## config.mk

```make
export PLATFORM = sky130hd
export DESIGN_NAME = pipe_hazard_ctrl
export DESIGN_NICKNAME = d
export VERILOG_FILES = /design/src/rtl/pipe_hazard_ctrl.sv
export SDC_FILE = /design/constraint.sdc
export NUM_CORES = 1
export LEC_CHECK = 0
export CAP_MARGIN = 5
export CORE_MARGIN = 2
export CORE_UTILIZATION = 40
export DETAILED_ROUTE_END_ITERATION = 12
export GPL_TIMING_DRIVEN = 0
export PLACE_DENSITY = 0.74
export SLEW_MARGIN = 5
export SYNTH_ARGS = -nofsm -noshare
export SYNTH_HDL_FRONTEND = slang
export SYNTH_SLANG_ARGS = --single-unit
```

## constraint.sdc

```tcl
create_clock -name clk -period 3.3 [get_ports clk]
set_input_delay 0.66 -clock clk [delete_from_list [all_inputs] [get_ports clk]]
set_output_delay 0.66 -clock clk [all_outputs]
set_load 0.005 [all_outputs]
```

## src/rtl/pipe_hazard_ctrl.sv

```systemverilog
// Stall/flush controller for the 5-stage pipeline: load-use, branch flush, MDU occupancy, memory waits.
// Optional HAZARD_PERF_EN adds stall_cycles / flush_events performance counters.
module pipe_hazard_ctrl #(
    parameter int unsigned REGW    = 5,
    parameter int unsigned MDU_LAT = 4
) (
    input  logic            clk,
    input  logic            reset,
    input  logic [REGW-1:0] id_rs,
    input  logic [REGW-1:0] id_rt,
    input  logic            ex_memread,
    input  logic [REGW-1:0] ex_rt,
    input  logic            ex_branch_taken,
    input  logic            ex_mdu_start,
    input  logic            mem_req,
    input  logic            mem_ready,
    output logic            pc_en,
    output logic            ifid_en,
    output logic            idex_en,
    output logic            exmem_en,
    output logic            memwb_en,
    output logic            ifid_flush,
    output logic            idex_flush,
    output logic            exmem_flush,
    output logic            memwb_flush,
`ifdef HAZARD_PERF_EN
    output logic [31:0]     stall_cycles,
    output logic [31:0]     flush_events,
`endif
    output logic            mdu_busy
);

    typedef enum logic [1:0] {RUN, MDU_BUSY, MDU_DONE} state_t;

    localparam logic [7:0] CNT_INIT = 8'(MDU_LAT - 1);

    state_t     state, state_nxt;
    logic [7:0] cnt, cnt_nxt;
    logic       mem_stall;
    logic       load_use;
    logic       allow_bl;
    logic       branch_fire;

    assign mem_stall = mem_req & ~mem_ready;
    assign load_use  = ex_memread && (ex_rt != '0) && ((ex_rt == id_rs) || (ex_rt == id_rt));

    always_ff @(posedge clk or posedge reset) begin
        if (reset) begin
            state <= RUN;
            cnt   <= '0;
        end else begin
            state <= state_nxt;
            cnt   <= cnt_nxt;
        end
    end

    always_comb begin
        state_nxt   = state;
        cnt_nxt     = cnt;
        pc_en       = 1'b1;
        ifid_en     = 1'b1;
        idex_en     = 1'b1;
        exmem_en    = 1'b1;
        memwb_en    = 1'b1;
        ifid_flush  = 1'b0;
        idex_flush  = 1'b0;
        exmem_flush = 1'b0;
        memwb_flush = 1'b0;
        mdu_busy    = 1'b0;
        allow_bl    = 1'b0;
        branch_fire = 1'b0;

        if (reset) begin
            pc_en       = 1'b0;
            ifid_en     = 1'b0;
            idex_en     = 1'b0;
            exmem_en    = 1'b0;
            memwb_en    = 1'b0;
            ifid_flush  = 1'b1;
            idex_flush  = 1'b1;
            exmem_flush = 1'b1;
            memwb_flush = 1'b1;
        end else begin
            mdu_busy = (state == MDU_BUSY);
            if (mem_stall) begin
                pc_en    = 1'b0;
                ifid_en  = 1'b0;
                idex_en  = 1'b0;
                exmem_en = 1'b0;
                memwb_en = 1'b0;
            end else begin
                case (state)
                    RUN: begin
                        if (ex_mdu_start) begin
                            pc_en       = 1'b0;
                            ifid_en     = 1'b0;
                            idex_en     = 1'b0;
                            exmem_flush = 1'b1;
                            state_nxt   = MDU_BUSY;
                            cnt_nxt     = CNT_INIT;
                        end else begin
                            allow_bl = 1'b1;
                        end
                    end
                    MDU_BUSY: begin
                        pc_en       = 1'b0;
                        ifid_en     = 1'b0;
                        idex_en     = 1'b0;
                        exmem_flush = 1'b1;
                        cnt_nxt     = cnt - 8'd1;
                        if (cnt == 8'd1)
                            state_nxt = MDU_DONE;
                    end
                    MDU_DONE: begin
                        // MDU op leaves EX on this edge, so its start level is no longer meaningful
                        allow_bl  = 1'b1;
                        state_nxt = RUN;
                    end
                    default: state_nxt = RUN;
                endcase

                if (allow_bl) begin
                    if (ex_branch_taken) begin
                        branch_fire = 1'b1;
                        ifid_flush  = 1'b1;
                        idex_flush  = 1'b1;
                    end else if (load_use) begin
                        pc_en      = 1'b0;
                        ifid_en    = 1'b0;
                        idex_flush = 1'b1;
                    end
                end
            end
        end
    end

`ifdef HAZARD_PERF_EN
    always_ff @(posedge clk or posedge reset) begin
        if (reset) begin
            stall_cycles <= '0;
            flush_events <= '0;
        end else begin
            if (!pc_en)
                stall_cycles <= stall_cycles + 32'd1;
            if (branch_fire)
                flush_events <= flush_events + 32'd1;
        end
    end
`endif

endmodule

```

==> impl_metrics.py, run 1 <==
metrics = {
    "outcome": {
        "status": "completed",
    },
    "critical_path": {
        "r2r_setup_slack_ns": 1.72,
        "critPathKind": "in2out",
        "ff2ff_path_depth": 4,
        "worstPathRequired_ns": 2.64,
        "r2r_start": "state[1]",
        "r2r_end": "cnt[5]",
        "startpoint_type": "input pin",
        "cp_max_fo": 3,
        "endpoint_kind": "output pin",
        "crit_arrival_ns": 2.55,
    },
    "final_layout": {
        "finalNetCount": 157,
        "synthToLayoutAreaGrowth_pct": 55.2,
        "antenna_cells": 0,
        "utilization_pct": 67.4,
        "drive_gt1_share_pct": 14.4,
    },
    "global_route": {
        "grt_max_degree": 15,
        "grt_antenna_before_repair": 0,
        "track_usage_pct": 19.4,
        "grt_pass1_wl_mm": 3.14,
        "grt_pass1_vias": 745,
        "grt_overflow_total": 0,
    },
    "drt": {
        "wire_per_inst_um": 11.6,
        "drc": 0,
        "postRouteAntennaNets": 0,
        "dr.pass1.iters": 4,
        "via_count": 774,
        "vias_per_cell": 4.93,
        "totalWireLength_mm": 1.83,
        "drt_iter0_markers": 13,
    },
    "synth": {
        "synthCells": 92,
        "ys_top_cells_by_area": "dfrtp_1 (32%), xor2_1 (11%), nor2_1 (5.3%)",
        "ys_ff_latch": 10,
        "yosys.area.top_type": "dfrtp_1",
        "synth_top_area_share_pct": 32.3,
        "synth_fp_nets": 116,
        "synth_area_per_cell_um2": 8.42,
        "ys_types": 29,
        "ys_seq_area_share_pct": 32.3,
        "syn-cell-area_um2": 774,
        "yosys_warnings": 0,
    },
    "power_and_ir_drop": {
        "combPwrFrac_pct": 46.7,
        "p_sw_mw": 0.236,
        "clkPwrFrac_pct": 17.7,
        "sequentialPowerShare_pct": 35.6,
        "ir_drop_mv": 0.337,
        "p_per_area_nw_per_um2": 522,
        "p_int_mw": 0.391,
        "sw_frac_of_total_pct": 37.6,
        "p_leak_nw": 0.514,
    },
    "floorplanning": {
        "die_y_um": 48,
        "start_util_pct": 43.4,
        "pin_count": 32,
        "coreArea_um2": 1780,
        "dieArea_um2": 2300,
        "die_x_um": 48,
        "num_rows": 15,
    },
    "timing": {
        "whs_ns": 0.485,
        "finalSetupViolCount": 0,
        "fin_crit_ns": 3.21,
        "worst_slew_pin_slew_ns": 0.370,
        "finClkSkew_ns": 0.00232,
        "layout_setup_ws_ns": 0.0918,
        "fmax_mhz": 312,
        "max_slew_margin_pct": 75.0,
        "min_period_over_period_pct": 97.2,
        "drv_slew": 0,
        "hold_violations": 0,
    },
    "run": {
        "maxCapViolCount": 0,
    },
    "cts": {
        "clockBufferDepth": 2,
        "insertion_delay_ns": 0.27,
        "numClockSinks": 10,
        "cts_tree": "yes",
        "htreeDepth": 1,
        "clockRootBuffer": "clkbuf_4",
        "cts_buffers": 3,
        "clk_pin_slew_ns": 0.06,
        "cts_hold_buf": 0,
    },
    "min_path": {
        "hold_path_class": "reg2reg",
        "holdPathStages": 1,
        "hp-start": "cnt[6]",
        "whs_endpoint": "cnt[6]",
    },
    "place": {
        "place_ws_ns": -0.109,
        "hpwl_mm": 1.52,
        "place_congestion": 0.794,
        "port-buffer-count": 31,
    },
}
-- layout make-up --
cell class | instances | area [µm²]
buffer | 3 | 22.5
inverter | 7 | 30.0
fill | 143 | 581
clock buffer | 4 | 36.3
tap | 25 | 31.3
timing repair buffer | 36 | 348
sequential | 10 | 250
multi-input combinational | 72 | 484
-- state kept, by name, summed over array words and instances, names as in the netlist --
name,flops
cnt,8
state,2
-- cell families after synthesis --
group / count (synthesis) / synth area share (%)
and+or+nand+nor: 36 / 25.8
AOI/OAI and AO/OA: 22 / 18.6
xor gates and xnor gates: 11 / 12.4
buffers and inverters: 10 / 6.30
DFF: 10 / 32.3
adders and majority gates: 2 / 3.23
muxes: 1 / 1.29
-- power groups by stage --
stage          sequential (mW)  clock [mW]  combinational, mW
2_1_floorplan            0.212           0              0.196
3_3_place_gp             0.224           0              0.282
3_5_place_dp             0.224           0              0.292
4_1_cts                  0.222       0.114              0.292
5_1_grt                  0.235       0.119              0.338
6_report                 0.223       0.111              0.293
-- Yosys cell counts --
cell type	n
nand3_1	2
xor2_1	10
o21bai_1	1
a22oi_1	2
nand2b_1	2
or4_4	1
o31ai_1	1
a21oi_1	5
nor3_1	4
o21ai_0	5
dfrtp_1	10
o41ai_1	2
o21ai_1	1
inv_1	7
nand4_2	1
mux2i_1	1
nor2_1	11
o21a_1	2
nor2b_1	4
o2bb2ai_1	1
nor4_2	1
o21ba_2	1
buf_4	3
xnor2_1	1
ha_1	2
a21o_1	1
or3_1	1
nand2_1	5
or4_1	4
-- through the flow --
| step | TNS (ns) | power, mW | std cells | area [µm²] |
|---|---|---|---|---|
| final | 0 | 0.628 | 157 | 1200 |
| after global routing | -0.0160 | 0.693 | 157 | 1200 |
| after CTS | 0 | 0.629 | 152 | 1150 |
| after detailed placement | -0.126 | 0.516 | 148 | 1120 |
| after global placement | -0.107 | 0.506 | 148 | 1120 |
| after floorplan | 0 | 0.408 | 92 | 774 |
-- worst max-delay path, cell delays in order --
cell and delay (ns):
clkdlybuf4s50_1 0.47, or4_1 0.44, o21ai_2 0.16, or4_1 0.12
o21a_1 0.13, buf_4 0.11, clkdlybuf4s50_1 0.48
-- cells in the final DEF (no fill, tap or decap), drive strengths merged, types with 5 or more instances in the layout --
master	count
nand2	5
clkdlybuf4s50	28
buf	8
inv	6
or4	5
a21oi	5
xor2	10
nor2	11
o21ai	6
dfrtp	10
-- routing by layer --
| metal | up-vias | share of wire (%) | global-route usage, % |
|---|---|---|---|
| li1 | 405 | - | - |
| met1 | 346 | 47 | 25.6 |
| met2 | 17 | 48 | 31.2 |
| met3 | 6 | 3.4 | 6.04 |
| met4 | 0 | 2.0 | 4.32 |
| met5 | - | 0 | 0 |
-- worst max-delay path by stage --
stage / startpoint / to / slack, ns / cells past startpoint
2_1_floorplan: ex_rt[1] / pc_en / 0.98 / 5
3_3_place_gp: reset / pc_en / -0.1 / 7
3_5_place_dp: reset / pc_en / -0.11 / 7
4_1_cts: ex_rt[3] / pc_en / 0.008 / 7
5_1_grt: ex_rt[4] / pc_en / -0.02 / 7
6_report: ex_rt[4] / pc_en / 0.09 / 7
-- what timing repair did --
| action | CTS | global route |
|---|---|---|
| setup endpoints to repair | 2 | 3 |
| gates resized for setup | 4 | 3 |
| pin swaps | 1 | 0 |
| buffers inserted | 0 | 5 |
| cloned | 0 | 0 |
Power figures use the tool's default switching activity.
==> inputs of run 2 (changes only) <==
--- a/config.mk
+++ b/config.mk
@@ -10,8 +10,8 @@
 export CORE_UTILIZATION = 40
 export DETAILED_ROUTE_END_ITERATION = 12
 export GPL_TIMING_DRIVEN = 0
-export PLACE_DENSITY = 0.74
-export SLEW_MARGIN = 5
+export PLACE_DENSITY_LB_ADDON = 0.2
+export SLEW_MARGIN = 20
 export SYNTH_ARGS = -nofsm -noshare
 export SYNTH_HDL_FRONTEND = slang
 export SYNTH_SLANG_ARGS = --single-unit
==> constraint.sdc (replaced) <==
create_clock -name clk -period 3.14 [get_ports clk]
set_input_delay 0.628 -clock clk [delete_from_list [all_inputs] [get_ports clk]]
set_output_delay 0.628 -clock clk [all_outputs]
set_load 0.005 [all_outputs]
==> impl_metrics.py, run 2 (synthesis gave the netlist of run 1 again) <==
metrics = {
    "critical_path": {
        "ff2ff_path_depth": 4,
        "path_buf_inv": 3,
        "cpMaxStageDelayCell": "or4_1",
        "critPathKind": "in2out",
        "r2r_end": "cnt[5]",
        "critical_path.max_stage_delay_ns": 0.46,
        "cp_common_cell": "clkdlybuf4s50_1",
        "startpoint_type": "input pin",
        "crit_arrival_ns": 2.47,
        "worstPathRequired_ns": 2.51,
        "r2r_start": "state[1]",
        "r2r_setup_slack_ns": 1.55,
        "critPathTopFamily": "buffers and inverters",
        "cp_max_fo": 3,
        "endpoint_kind": "output pin",
        "cp_cell_sequence": "clkdlybuf4s50_1 -> nor2b_2 -> or4_1 -> o21a_1 -> buf_4 -> clkdlybuf4s50_1",
    },
    "floorplanning": {
        "die_y_um": 48,
        "start_util_pct": 43.4,
        "coreArea_um2": 1780,
        "dieArea_um2": 2300,
        "pin_count": 32,
        "num_rows": 15,
        "die_x_um": 48,
    },
    "timing": {
        "min_period_over_period_pct": 98.7,
        "drv_slew": 0,
        "hold_violations": 0,
        "worst_slew_pin_slew_ns": 0.396,
        "max_slew_margin_pct": 73.3,
        "finClkSkew_ns": 0.00605,
        "fmax_mhz": 323,
        "fin_crit_ns": 3.10,
        "finalSetupViolCount": 0,
    },
    "cts": {
        "cts_buffers": 3,
        "clockRootBuffer": "clkbuf_4",
        "clk_pin_slew_ns": 0.07,
        "cts_hold_buf": 0,
        "htreeDepth": 1,
        "cts_tree": "yes",
        "insertion_delay_ns": 0.27,
        "numClockSinks": 10,
        "clockBufferDepth": 2,
    },
    "final_layout": {
        "final_common_cell": "clkdlybuf4s50_1",
        "top_register": "cnt",
        "synthToLayoutAreaGrowth_pct": 54.4,
        "final_cell_mix": "clkdlybuf4s50_1 (27), nor2_1 (11), xor2_1 (10), dfrtp_1 (10)",
        "largest_register_ffs": 8,
        "utilization_pct": 67.1,
        "finalNetCount": 155,
        "nFillCells": 150,
        "finalNonFillerCells": 155,
        "drive_gt1_share_pct": 16.2,
        "top_regs": "cnt: 8 flops, state: 2 flops",
        "antenna_cells": 0,
    },
    "drt": {
        "vias_per_cell": 5.09,
        "totalWireLength_mm": 1.91,
        "dr.pass1.iters": 4,
        "drc": 0,
        "drt_iter0_markers": 10,
        "postRouteAntennaNets": 0,
        "wire_per_inst_um": 12.3,
        "via_count": 789,
    },
    "min_path": {
        "whs_endpoint": "cnt[6]",
        "holdPathStages": 1,
        "hold_path_class": "reg2reg",
        "hp-start": "cnt[6]",
    },
    "global_route": {
        "grt_pass1_wl_mm": 3.10,
        "grt_max_degree": 9,
        "track_usage_pct": 19.2,
        "grt_overflow_total": 0,
        "grt_antenna_before_repair": 0,
        "grt_pass1_vias": 728,
    },
    "place": {
        "place_congestion": 0.773,
        "port-buffer-count": 31,
        "hpwl_mm": 1.51,
        "dp_cells": 148,
    },
    "power_and_ir_drop": {
        "ir_drop_mv": 0.370,
        "p_per_area_nw_per_um2": 555,
        "power_mw": 0.664,
        "p_leak_nw": 0.501,
    },
    "outcome": {
        "status": "completed",
    },
    "run": {
        "maxCapViolCount": 0,
    },
}
run 2: cell types whose count changed in the layout (fill, tap and decap cells not counted):
| cell | delta |
|---|---|
| nand2b_1 | -1 |
| dlygate4sd2_1 | +2 |
| a22oi_2 | +1 |
| buf_4 | -2 |
| nand2b_2 | +1 |
| or4_4 | +1 |
| nor2b_2 | +1 |
| a22oi_1 | -1 |
| nor2b_1 | -1 |
| dlymetal6s2s_1 | -1 |
| clkdlybuf4s50_1 | -1 |
| or4_1 | -1 |
run 2: worst max-delay path by stage:
stage	start	end	slack [ns]	depth (start not counted)
floorplan	ex_rt[1]	pc_en	0.88	5
global placement	reset	pc_en	-0.24	7
detailed placement	reset	pc_en	-0.24	7
CTS	ex_mdu_start	pc_en	0.04	6
global route	ex_rt[0]	pc_en	-0.006	7
finish	ex_mdu_start	pc_en	0.04	6
run 2: what timing repair did:
action | in CTS | in global routing
setup buffers | 3 | 0
endpoints found under the setup margin | 5 | 1
pin swaps | 1 | 0
gates resized for setup | 6 | 6
run 2: layout make-up:
type                    count  area (µm²)  area share, %
multi-input cells          72         498           41.6
clock buffers               4        36.3           3.03
repair buffers             34         328           27.4
inverters                   7        30.0           2.51
well taps                  25        31.3           2.62
flip-flops and latches     10         250           20.9
plain buffers               3        22.5           1.88
run 2: per-layer routing:
layer	share of wire, %	global-route usage, %	vias to the layer above
met5	0	0	-
met3	4.3	5.66	2
met2	50	31.5	17
met1	45	25.2	369
li1	-	-	401
met4	0.63	3.24	0
run 2: worst reg2reg max path, stage by stage, from the launching register on:
cell	delay, ns
dfrtp_1	0.45
o21ba_2	0.32
nand4_2	0.17
or4_1	0.43
a21oi_1	0.15
run 2: where the power goes:
group          switching [mW]  internal [mW]
sequential             0.0584          0.180
clock                  0.0454         0.0705
combinational           0.150          0.160
total                   0.253          0.411
run 2: per-stage QoR:
step / hold slack [ns] / cell area, µm² / setup TNS (ns) / worst slack, ns
after floorplan: 0.449 / 774 / 0 / 0.880
after global placement: 0.473 / 1120 / -0.474 / -0.244
after detailed placement: 0.479 / 1120 / -0.481 / -0.242
after CTS: 0.489 / 1170 / 0 / 0.0373
after global routing: 0.523 / 1200 / -0.00586 / -0.00586
final: 0.485 / 1200 / 0 / 0.0397
